--- config.mk ---
export PLATFORM = sky130hd
export DESIGN_NAME = conv_window_gen
export DESIGN_NICKNAME = d
export VERILOG_FILES = /design/src/rtl/cnn_pkg.sv /design/src/rtl/window_tap_sr.sv /design/src/rtl/conv_window_gen.sv
export SDC_FILE = /design/constraint.sdc
export NUM_CORES = 1
export LEC_CHECK = 0
export ABC_AREA = 1
export ABC_CLOCK_PERIOD_IN_PS = 11300
export CAP_MARGIN = 20
export CORE_ASPECT_RATIO = 1.2
export CORE_UTILIZATION = 30
export CTS_BUF_LIST = sky130_fd_sc_hd__clkbuf_4
export DETAILED_ROUTE_END_ITERATION = 16
export DONT_BUFFER_PORTS = 1
export PLACE_DENSITY = 0.55
export SLEW_MARGIN = 0
export SYNTH_ARGS = -nofsm -noshare
export SYNTH_HDL_FRONTEND = slang
export SYNTH_HIERARCHICAL = 1
export SYNTH_SLANG_ARGS = --single-unit
--- constraint.sdc ---
create_clock -name i_clk -period 11.3 [get_ports i_clk]
set_input_delay 2.26 -clock i_clk [delete_from_list [all_inputs] [get_ports i_clk]]
set_output_delay 2.26 -clock i_clk [all_outputs]
set_load 0.1 [all_outputs]
--- src/rtl/cnn_pkg.sv ---
// Shared definitions for the first-layer CNN front end.
// Holds the default frame/pixel/kernel sizes, the window generator FSM
// state type and the shift-register tap index helper.
package cnn_pkg;

  localparam int F_DEF = 28;  // frame width and height in pixels
  localparam int B_DEF = 8;   // pixel width in bits
  localparam int K_DEF = 3;   // kernel size, only 3 is supported

  typedef enum logic [1:0] {
    FILL  = 2'd0,
    RUN   = 2'd1,
    DRAIN = 2'd2
  } state_e;

  // Shift-register position feeding tap (dy,dx); sr[0] is the newest pixel.
  function automatic int tap_idx(input int dy, input int dx, input int f);
    return 2 * f + 2 - dy * f - dx;
  endfunction

endpackage

--- src/rtl/window_tap_sr.sv ---
// Sliding pixel shift register for the 3x3 window generator.
// Ports:
//   i_clk       clock
//   i_shift     shift one position this cycle
//   i_zero_fill shift in zero instead of i_pixel
//   i_pixel     incoming pixel
//   o_taps      K*K taps, tap (dy,dx) at [(dy*K+dx)*B +: B]
// The taps are taken from the post-shift contents so the parent can
// register a window in the same edge that stores the triggering pixel.
// The storage has no reset: stale entries only reach taps the parent masks.
module window_tap_sr
  import cnn_pkg::*;
#(
  parameter int F = F_DEF,
  parameter int B = B_DEF,
  parameter int K = K_DEF
) (
  input  logic             i_clk,
  input  logic             i_shift,
  input  logic             i_zero_fill,
  input  logic [B-1:0]     i_pixel,
  output logic [K*K*B-1:0] o_taps
);

  localparam int DEPTH = 2 * F + 3;

  logic [B-1:0] sr_q [DEPTH];
  logic [B-1:0] sr_d [DEPTH];

  always_comb begin
    sr_d = sr_q;
    if (i_shift) begin
      sr_d[0] = i_zero_fill ? '0 : i_pixel;
      for (int i = 1; i < DEPTH; i++) begin
        sr_d[i] = sr_q[i-1];
      end
    end
  end

  always_ff @(posedge i_clk) begin
    sr_q <= sr_d;
  end

  for (genvar dy = 0; dy < K; dy++) begin : g_row
    for (genvar dx = 0; dx < K; dx++) begin : g_col
      assign o_taps[(dy*K+dx)*B +: B] = sr_d[tap_idx(dy, dx, F)];
    end
  end

endmodule

--- src/rtl/conv_window_gen.sv ---
// Raster-to-window generator: turns an FxF raster pixel stream into one
// zero-padded 3x3 window per output valid, in raster order of the centre.
// Ports:
//   i_clk, i_rst          clock, synchronous active-high reset
//   i_pixel, i_pixel_valid raster input, no backpressure (ignored while busy)
//   o_window              taps, (dy,dx) at [(dy*K+dx)*B +: B]
//   o_window_valid        window/row/col valid
//   o_row, o_col          window centre position
//   o_last                marks window (F-1,F-1)
//   o_busy                draining the last F+1 windows, input ignored
//
// state | meaning
// FILL  | collecting the first F+1 pixels, no windows yet
// RUN   | each accepted pixel emits one window
// DRAIN | one window per cycle with zero shift-in until the last window
module conv_window_gen
  import cnn_pkg::*;
#(
  parameter int F = F_DEF,
  parameter int B = B_DEF,
  parameter int K = K_DEF
) (
  input  logic                 i_clk,
  input  logic                 i_rst,
  input  logic [B-1:0]         i_pixel,
  input  logic                 i_pixel_valid,
  output logic [K*K*B-1:0]     o_window,
  output logic                 o_window_valid,
  output logic [$clog2(F)-1:0] o_row,
  output logic [$clog2(F)-1:0] o_col,
  output logic                 o_last,
  output logic                 o_busy
);

  localparam int RW = $clog2(F);
  localparam int PW = $clog2(F * F);
  localparam logic [PW-1:0] P_FIRST = PW'(F + 1);
  localparam logic [PW-1:0] P_LAST  = PW'(F * F - 1);
  localparam logic [RW-1:0] POS_MAX = RW'(F - 1);

  state_e             state_q, state_d;
  logic [PW-1:0]      p_q, p_d;
  // position of the next window to be emitted
  logic [RW-1:0]      wr_q, wr_d, wc_q, wc_d;
  logic [K*K*B-1:0]   window_q, win_d, taps;
  logic               valid_q, last_q, busy_q;
  logic [RW-1:0]      row_q, col_q;
  logic               accept, emit, last_pos;

  assign accept   = i_pixel_valid && (state_q != DRAIN);
  assign last_pos = (wr_q == POS_MAX) && (wc_q == POS_MAX);

  window_tap_sr #(.F(F), .B(B), .K(K)) u_sr (
    .i_clk       (i_clk),
    .i_shift     (accept || (state_q == DRAIN)),
    .i_zero_fill (state_q == DRAIN),
    .i_pixel     (i_pixel),
    .o_taps      (taps)
  );

  always_comb begin
    state_d = state_q;
    p_d     = p_q;
    emit    = 1'b0;
    case (state_q)
      FILL: begin
        if (accept) begin
          p_d = p_q + 1'b1;
          if (p_q == P_FIRST) begin
            emit    = 1'b1;
            state_d = RUN;
          end
        end
      end
      RUN: begin
        if (accept) begin
          emit = 1'b1;
          if (p_q == P_LAST) begin
            p_d     = '0;
            state_d = DRAIN;
          end else begin
            p_d = p_q + 1'b1;
          end
        end
      end
      DRAIN: begin
        emit = 1'b1;
        if (last_pos) state_d = FILL;
      end
      default: state_d = FILL;
    endcase
  end

  always_comb begin
    wr_d = wr_q;
    wc_d = wc_q;
    if (emit) begin
      if (wc_q == POS_MAX) begin
        wc_d = '0;
        wr_d = (wr_q == POS_MAX) ? '0 : wr_q + 1'b1;
      end else begin
        wc_d = wc_q + 1'b1;
      end
    end
  end

  // Zero padding: drop taps whose row or column falls outside the frame.
  // This also hides wrapped pixels from the neighbouring row and anything
  // stale left in the shift register from a previous frame.
  always_comb begin
    win_d = taps;
    for (int dy = 0; dy < K; dy++) begin
      for (int dx = 0; dx < K; dx++) begin
        if ((dy == 0 && wr_q == '0) || (dy == K - 1 && wr_q == POS_MAX) ||
            (dx == 0 && wc_q == '0) || (dx == K - 1 && wc_q == POS_MAX)) begin
          win_d[(dy*K+dx)*B +: B] = '0;
        end
      end
    end
  end

  always_ff @(posedge i_clk) begin
    if (i_rst) begin
      state_q  <= FILL;
      p_q      <= '0;
      wr_q     <= '0;
      wc_q     <= '0;
      window_q <= '0;
      valid_q  <= 1'b0;
      row_q    <= '0;
      col_q    <= '0;
      last_q   <= 1'b0;
      busy_q   <= 1'b0;
    end else begin
      state_q <= state_d;
      p_q     <= p_d;
      wr_q    <= wr_d;
      wc_q    <= wc_d;
      valid_q <= emit;
      last_q  <= emit && last_pos;
      busy_q  <= (state_d == DRAIN);
      if (emit) begin
        window_q <= win_d;
        row_q    <= wr_q;
        col_q    <= wc_q;
      end
    end
  end

  assign o_window       = window_q;
  assign o_window_valid = valid_q;
  assign o_row          = row_q;
  assign o_col          = col_q;
  assign o_last         = last_q;
  assign o_busy         = busy_q;

endmodule

==> metrics, run 1 <==
status=finished clean; maximum capacitance violations=0; largest cells by area after synthesis=edfxtp_1 (64%), dfxtp_1 (19%), nand2_1 (5.8%), nand3_1 (2.9%), nor2_1 (1.3%); final WL=~35 mm; CTS H-Tree Depth=4; period utilisation layout=0.372; drc violations=0; r2r endpoint=o_window[49]; skew final=between 0.04 and 0.05 ns; multiplexer share of the synthesized area=0; die width=about 230 um; simple-gate portion of the synthesized area=0.108; fin area=about 22,000 sq um; Hold Path Class=reg2reg; die area=about 64,000 sq um; sequential share of the synthesized area=0.827; first-pass GRT wire length=between 50 and 60 mm; Area growth, synth to finish=14.9%; # setup viols final=0; fill count=roughly 6,000; drt initial violations=about 650; FF-to-FF path depth=8; complex-gate fraction of the synthesized area=0.0307; synthesized flop and latch total=around 580; most frequent cell after synthesis=edfxtp_1; Die H=between 200 and 300 um; Nets=around 1,400; crit path kind=reg2out; Port Buffers=0; pwr/cell area=about 200 nW/um^2; DRT antenna net count=0; grt total ovfl=0; initial antenna violation count=2; Post-Synth Adder-Cell Area=0.00398; clk buf depth=3; vias in the first global route=about 10,000; Post-synth EDFFs=400; Avg Cell Area, Syn=14.9 sq um; RePlAce Congestion=roughly 0.76; Post-CTS Resized=0; Hold Slack=0.398 ns; top-area cell type share of the netlist area=0.637; Post-synth ARST share=0; Arr. time, crit path=a little under 2 ns; largest family of logic cells by synthesized area=simple AND/OR/NAND/NOR gates; Max FO, Critical Path=2; post-synthesis xor/xnor area fraction=0.00325; Avg WL per Cell=15.2 um; Syn Nets=roughly 1,300; leading area contributor after synthesis=edfxtp_1; Slew headroom=0.224; Stages on worst setup path=0; Synth cell types=32; CP endpoint=o_window[26]; min-delay src=u_sr/sr_q[131]; row cnt=100; CP Launch Type=register; largest net degree at the start of global routing=~200; clock latency on the worst-skew pair=between 0.8 and 0.9 ns; Root Driver=clkbuf_4; Mapped Cells=1,264; CTS Buf Count=between 100 and 150; Total Routing Usage GR=0.111; Crit. End Element=output pin; Worst Tran Pin Value=around 1.2 ns; Slew Limit Fails=0; ys flop type=edfxtp_1; TritonRoute pass-1 iters=5; Static Leak=approximately 8 nW; clock transition at the registers of the reported paths=around 0.060 ns; RSZ-0062 raised after global routing=false; crit path time final=4.21 ns; synth cell count leaders=edfxtp_1 (400), nand2_1 (293), dfxtp_1 (179), nand3_1 (109), nor2_1 (66); Worst EP required=about 9 ns; Critical path origin=o_window[26]; Hold Fails Final Rpt=0; Cell Count, Final, Fillers Out=roughly 2,300; core area=62,100 sq um; share of cells above drive strength 1=0.190; setup TNS=0 ns; Yosys warnings=6; Post-CTS Hold Buffers=0; reg-to-reg slack, setup=about 8.0 ns; maximum clock rate=238 MHz; Sink Count=579; maximum VDD drop=0.0838 mV; dpl cells=approximately 2,000; Crit Reg-Reg Startpoint=state_q[1]; Area after DPL=a little under 20,000 sq um; Starting Density=0.304; TritonCTS clock tree=done; vias per inst=roughly 4.3; Setup Buffers After CTS=0; Final HPWL DP=between 15 and 20 mm; routed via count=roughly 9,900; mapped cell area=18,900 sq um; Ports=96
==> registers in the layout, summed over array words and instances (netlist names), 2 cells and up <==
signal / cells
state_q: 2
u_sr/sr_q: 472
p_q: 10
o_col: 5
wc_q: 5
o_window: 72
o_row: 5
wr_q: 5
==> report_power, final <==
| part | internal [mW] | total, mW | switching [mW] |
|---|---|---|---|
| clock | 1.05 | 1.87 | 0.817 |
| sequential | 2.40 | 2.44 | 0.0406 |
| combinational | 0.0182 | 0.0865 | 0.0682 |
| total | 3.47 | 4.39 | 0.926 |
==> per-layer routing <==
| metal | vias to the layer above | share of wire | wire, um | track usage |
|---|---|---|---|---|
| li1 | 4778 | - | - | - |
| met1 | 4789 | 0.44 | 15400 | 0.134 |
| met4 | 0 | 0.017 | 580 | 0.0430 |
| met3 | 57 | 0.084 | 2950 | 0.0533 |
| met5 | - | 0 | 0 | 0 |
| met2 | 247 | 0.46 | 16300 | 0.169 |
==> kinds of logic (layout without fill, tap and decap cells) <==
kind of cell,count (synthesis),count (layout)
AOI/OAI and AO/OA,101,101
xor gates and xnor gates,7,7
adders and majority gates,6,6
buffers and inverters,83,311
DFF,579,579
other,0,2
and+or+nand+nor,488,488
==> worst register-to-register path: cells and delay by family, from the launching register on <==
kind / cells / cell delay [ns]
flops: 1 / 0.42
simple gates: 5 / 0.96
buf+inv: 2 / 1.71
compound gates: 1 / 0.16
==> worst min path at each step <==
stage	endpoint	slack, ns	depth (start not counted)
2_1_floorplan	u_sr/sr_q[100]	0.40	0
3_3_place_gp	u_sr/sr_q[333]	0.40	0
3_5_place_dp	u_sr/sr_q[120]	0.40	0
4_1_cts	u_sr/sr_q[121]	0.39	0
5_1_grt	u_sr/sr_q[109]	0.39	0
6_report	u_sr/sr_q[123]	0.40	0
==> area by class of cell <==
| type | count | area (sq um) | share of cell area |
|---|---|---|---|
| multi-input cells | 602 | 2770 | 0.128 |
| inverters | 30 | 119 | 0.00549 |
| clock inverters | 43 | 345 | 0.0159 |
| repair buffers | 12 | 115 | 0.00531 |
| well taps | 816 | 1020 | 0.0471 |
| diodes | 2 | 5.00 | 0.000231 |
| clock buffers | 226 | 1700 | 0.0783 |
| flip-flops and latches | 579 | 15600 | 0.720 |
==> metrics by stage <==
| step | util | power, mW | worst slack (ns) |
|---|---|---|---|
| CTS | 0.348 | 4.47 | 7.00 |
| finish | 0.349 | 4.39 | 7.09 |
| global route | 0.349 | 4.61 | 6.92 |
| floorplan | - | 2.55 | 3.29 |
| detailed placement | 0.315 | 2.57 | 6.21 |
| global placement | 0.315 | 2.56 | 6.32 |
==> layout by cell type, fill, tap and decap left out, types with 2 or more instances in the layout <==
master        n
a21oi_1      23
buf_12        2
buf_4         7
bufinv_16     6
clkbuf_1      2
clkbuf_4    226
clkinv_1     27
clkinv_2      4
clkinv_4      3
clkinvlp_4    2
dfxtp_1     179
diode_2       2
edfxtp_1    400
ha_1          6
inv_1        24
inv_2         6
nand2_1     292
nand2_2       3
nand3_1     109
nand4_1       8
nor2_1       66
nor3_1        4
o21ai_0      31
o21ai_1      26
o21ai_2      18
xor2_1        6
(Power assumes the default switching activity.)
==> run 2: changes to the inputs <==
ABC_AREA = 0   (was 1)
ABC_CLOCK_PERIOD_IN_PS = 3700   (was 11300)
clock period = 3.7 ns   (was 11.3 ns; I/O delays follow)
==> run 2 against run 1 <==
  * Register-to-register slack got worse by 6.9 ns
  * Sequential power increased to 3.1 times the previous value
  * Final cell count decreased by 7.6%
  * Critical path type is now reg2reg
==> metrics, run 2 <==
largest cells by area after synthesis=edfxtp_1 (63%), dfxtp_1 (19%), mux2_2 (2.8%), nand3_1 (2.4%), o211ai_1 (2.2%); Post-CTS Resized=0; drc violations=0; CTS H-Tree Depth=4; Sw Ratio=0.211; row cnt=between 100 and 150; Hold Path Class=in2reg; Slew headroom=0.244; TritonCTS clock tree=done; post-synthesis xor/xnor area fraction=0.00412; Synth cell types=52; clock transition at the registers of the reported paths=around 0.070 ns; complex-gate fraction of the synthesized area=0.0702; core area=~63,000 sq um; reg-to-reg slack, setup=around 1.0 ns; critical path's largest stage delay=approximately 0.78 ns; M2 GR Usage=0.153; maximum clock rate=roughly 380 MHz; Area after DPL=around 20,000 sq um; ys flop type=edfxtp_1; final WL=between 30 and 40 mm; Avg Cell Area, Syn=17.6 sq um; initial antenna violation count=1; routed via count=between 9,000 and 10,000; most frequent cell after synthesis=edfxtp_1; Syn Nets=about 1,100; Nets=~1,200; Ports=96; simple-gate portion of the synthesized area=0.0410; Slew Limit Fails=0; status=finished clean; combinational share of power=0.028; M3 GR Usage=0.0444; Sink Count=approximately 580; crit path buf inv count=1; Crit-path slowest cell=and4_4; die width=approximately 230 um; sequential share of the synthesized area=0.816; DRT antenna net count=0; Clock Power Share=0.413; Mapped Cells=~1,100; Power, Total=approximately 13 mW; Starting Density=0.303; Post-Synth Adder-Cell Area=0.00393; maximum VDD drop=about 0.25 mV; largest family of logic cells by synthesized area=compound AO/OA/AOI/OAI gates; # setup viols final=0; Sw Pwr=2.84 mW; GR met1 Demand/Resource=0.147; CTS Buf Count=about 140; top-area cell type share of the netlist area=0.628; synthesized flop and latch total=579; most common cell after layout, fill and taps aside=edfxtp_1; skew final=slightly above 0.06 ns; Yosys warnings=6; Root Driver=clkbuf_4; TritonRoute pass-1 iters=5; drt initial violations=~510; max FFs per register=472; Port Buffers=0; Setup Buffers After CTS=0; clock latency on the worst-skew pair=between 0.8 and 0.9 ns; grt total ovfl=0; largest net degree at the start of global routing=92; leading area contributor after synthesis=edfxtp_1; maximum capacitance violations=0; Worst path top cell family by delay=simple AND/OR/NAND/NOR gates; Internal=10.6 mW; RSZ-0062 raised after global routing=false; RePlAce Congestion=roughly 0.78; Post-synth ARST share=0; most frequent cells in the layout=edfxtp_1 (400), clkbuf_4 (222), dfxtp_1 (179), nand3_1 (90), a21oi_1 (82); Avg WL per Cell=16.4 um; Static Leak=between 7 and 8 nW; Hold Slack=0.117 ns; Flop pwr share=0.559; CP Launch Type=register; CP Cell Sequence=ha_1 > nor3b_1 > and4_4 > buf_4 > o211ai_1 > a21oi_1; Reg with most FFs=u_sr/sr_q; Die H=279 um; Area growth, synth to finish=15.7%; Worst EP required=between 4 and 5 ns; first-pass GRT wire length=55.3 mm; share of cells above drive strength 1=0.276; synth cell count leaders=edfxtp_1 (400), dfxtp_1 (179), nand3_1 (90), a21oi_1 (82), o211ai_1 (56); pwr/cell area=~600 nW/um^2; Worst Tran Pin Value=around 1.1 ns; vias per inst=4.54; GRT busiest layer=met2; die area=roughly 65,000 sq um; crit path time final=~2.7 ns; period utilisation layout=0.720; Post-synth EDFFs=400; clk buf depth=3; Max FO, Critical Path=48; crit path kind=reg2reg; vias in the first global route=a little under 10,000; Crit. End Element=register; Total Routing Usage GR=0.110; multiplexer share of the synthesized area=0.0434; Hold Fails Final Rpt=0; mapped cell area=19,100 sq um; Arr. time, crit path=around 3.4 ns; fin area=approximately 22,000 sq um; Final HPWL DP=19.8 mm
-- run 2: cell types whose count changed after synthesis, moves of 19 or more --
cell / delta
a21oi_1: +59
clkbuf_1: +25
mux2_2: +47
nand2_1: -287
nand3_1: -19
nor2_1: -54
o211ai_1: +56
o21ai_1: -25
-- run 2: logic make-up (layout without fill, tap and decap cells) --
family / Yosys count / after routing
other: 0 / 1
and+or+nand+nor: 144 / 144
xor gates and xnor gates: 9 / 9
buffers and inverters: 81 / 303
AOI/OAI and AO/OA: 201 / 201
DFF: 579 / 579
adders and majority gates: 6 / 6
muxes: 68 / 68
-- run 2: layout make-up --
class	instances	area (sq um)
clock inverter	38	308
fill	6110	41100
inverter	11	41.3
timing repair buffer	32	343
antenna	1	2.50
multi-input combinational	428	3140
clock buffer	222	1670
tap	824	1030
sequential	579	15600
-- run 2: per-layer routing --
metal / wire length (um) / vias to the layer above
met5: 0 / -
met1: 16100 / 4849
met2: 15400 / 282
li1: - / 4496
met3: 2830 / 62
met4: 770 / 0
-- run 2: worst paths after layout --
path	from	depth (start not counted)	endpoint
worst min-delay path	i_pixel[3]	1	u_sr/sr_q[467]
worst max-delay path	p_q[0]	6	o_window[6]
worst max register to register	p_q[0]	6	o_window[6]
worst min register to register	u_sr/sr_q[196]	0	u_sr/sr_q[188]
-- run 2: power groups by stage --
stage / registers [mW] / logic [mW] / clock network, mW
final: 7.53 / 0.376 / 5.56
after floorplan: 7.61 / 0.267 / 0
after CTS: 7.53 / 0.379 / 5.80
after global routing: 7.56 / 0.405 / 6.14
after global placement: 7.65 / 0.348 / 0
after detailed placement: 7.66 / 0.351 / 0
-- run 2: worst register-to-register path, stage by stage, from the launching register on --
cell	delay, ns
dfxtp_1	0.47
ha_1	0.20
nor3b_1	0.41
and4_4	0.78
buf_4	0.40
o211ai_1	0.15
a21oi_1	0.16
-- run 2: timing repair --
item | in CTS | in global routing
hold buffers | 4 | 0
endpoints found under the hold margin | 93 | 0
endpoints found under the setup margin | 0 | 0
-- run 2: per-stage QoR --
stage	utilization	TNS, ns	worst slack (ns)	std cells
finish	0.350	0	1.04	2135
global route	0.350	0	0.840	2135
CTS	0.350	0	0.942	2134
detailed placement	0.318	0	0.921	1870
global placement	0.318	0	0.975	1870
floorplan	-	-293.40	-1.07	1088
==> run 3: changes to the inputs <==
ABC_CLOCK_PERIOD_IN_PS = 2350   (was 3700)
clock period = 2.35 ns   (was 3.7 ns; I/O delays follow)
==> run 3 against run 2 <==
  * Routed wire length up 4.6%
  * Combinational power up 54%
  * Sequential share of layout area down 2.8 points
  * Clock-buffer cell count up 2
  * Highest routed layer is now met5
==> metrics, run 3 (synthesized netlist as in run 2, its figures left out) <==
dpl cells=slightly below 2,000; share of cells above drive strength 1=0.331; dpl ws=about 0.21 ns; setup ws final=approximately 0.14 ns; fill count=about 6,000; Area growth, synth to finish=20.6%; die width=around 230 um; Flop pwr share=0.562; final WL=36.7 mm; drc violations=0; Max FO, Critical Path=18; clk buf depth=3; Total Routing Usage GR=0.114; Ports=96; maximum VDD drop=around 0.43 mV; Sw Ratio=0.214; row cnt=101; RSZ-0062 raised after global routing=false; largest net degree at the start of global routing=99; Slew Limit Fails=0; # setup viols final=0; Starting Density=0.303; Hold Path Class=in2reg; CP Launch Type=register; Crit. End Element=register; Static Leak=between 8 and 9 nW; Util after Layout=0.365; drt initial violations=about 650; most common cell after layout, fill and taps aside=edfxtp_1; grt total ovfl=0; vias in the first global route=roughly 11,000; pwr/cell area=about 900 nW/um^2; Root Driver=clkbuf_4; Area after DPL=20,900 sq um; status=finished clean; Worst EP required=roughly 3.2 ns; crit path kind=reg2reg; Sink Count=between 500 and 600; TritonCTS clock tree=done; Power, Total=21.1 mW; max FFs per register=472; Die H=279 um; Clock Power Share=0.410; maximum clock rate=453 MHz; crit path time final=~2.2 ns; Avg WL per Cell=approximately 16 um; Hold Slack=between 0.15 and 0.2 ns; vias per inst=4.45; DRT antenna net count=0; combinational share of power=0.027; core area=approximately 63,000 sq um; Worst Tran Pin Value=approximately 0.58 ns; Nets=~1,300; Reg with most FFs=u_sr/sr_q; skew final=between 0.05 and 0.06 ns; fin area=around 23,000 sq um; die area=64,700 sq um; Hold Fails Final Rpt=0; clock latency on the worst-skew pair=between 0.9 and 1 ns; TritonRoute pass-1 iters=5; Sw Pwr=approximately 4.5 mW; Final HPWL DP=around 21 mm; Slew headroom=0.612; setup TNS=0 ns; CTS Buf Count=around 150; Port Buffers=0; routed via count=~10,000; Internal=about 17 mW; RePlAce Congestion=0.736; first-pass GRT wire length=approximately 57 mm; maximum capacitance violations=0; CTS H-Tree Depth=4; initial antenna violation count=3; clock transition at the registers of the reported paths=roughly 0.080 ns; Arr. time, crit path=between 3 and 4 ns; most frequent cells in the layout=edfxtp_1 (400), clkbuf_4 (224), dfxtp_1 (178), buf_4 (112), nand3_1 (90); Cell Count, Final, Fillers Out=around 2,300; period utilisation layout=0.939
[run 3: changes by cell type in the layout (fill, tap and decap cells not counted), sizes merged, moves of 2 or more]
cell / previous run / this run
clkbuf: 222 / 224
bufinv: 5 / 3
buf: 29 / 126
dlygate4sd3: 3 / 11
inv: 10 / 15
diode: 1 / 4
clkinvlp: 4 / 1
clkinv: 30 / 34
[run 3: path summary, 6_finish.rpt]
path                                     start             end  slack (ns)  cells past startpoint
worst max-delay path                state_q[1]         wc_q[1]        0.14                      5
worst min-delay path             i_pixel_valid          p_q[7]        0.15                      4
worst max register to register      state_q[1]         wc_q[1]        0.14                      5
worst min register to register  u_sr/sr_q[154]  u_sr/sr_q[146]        0.38                      0
[run 3: power by group through the flow]
stage / registers [mW] / logic (mW) / clock network (mW)
floorplan: 12.0 / 0.420 / 0
global placement: 12.0 / 0.514 / 0
detailed placement: 12.1 / 0.528 / 0
CTS: 11.9 / 0.578 / 9.01
global route: 11.9 / 0.632 / 9.54
finish: 11.8 / 0.579 / 8.64
[run 3: worst max-delay path, stage by stage, from the launching register on]
cell and delay, ns:
dfxtp_1 0.37, and4b_2 0.47, and4_4 0.47, o211ai_2 0.15, a21oi_2 0.14, dlygate4sd3_1 0.55
[run 3: metal layers]
metal / global-route usage / part of all wire / up-vias
met5: 0 / 0.00035 / -
met4: 0.0568 / 0.024 / 2
met3: 0.0465 / 0.070 / 83
met2: 0.165 / 0.44 / 266
met1: 0.146 / 0.47 / 4939
li1: - / - / 4732
[run 3: repair_timing]
| item | in CTS | in global routing |
|---|---|---|
| hold buffers | 12 | 0 |
| endpoints found under the hold margin | 121 | 0 |
| endpoints found under the setup margin | 0 | 4 |
| resized for setup | 0 | 7 |
| buffers inserted | 0 | 2 |
[run 3: final cells by class]
class,count,area [sq um],share of cell area
Timing Repair Buffer,137,1240,0.0537
Clock buffer,224,1680,0.0729
Tap cell,824,1030,0.0447
Sequential cell,579,15600,0.677
Clock inverter,42,255,0.0111
Inverter,11,41.3,0.00179
Multi-Input combinational cell,431,3200,0.139
Antenna cell,4,10.0,0.000434
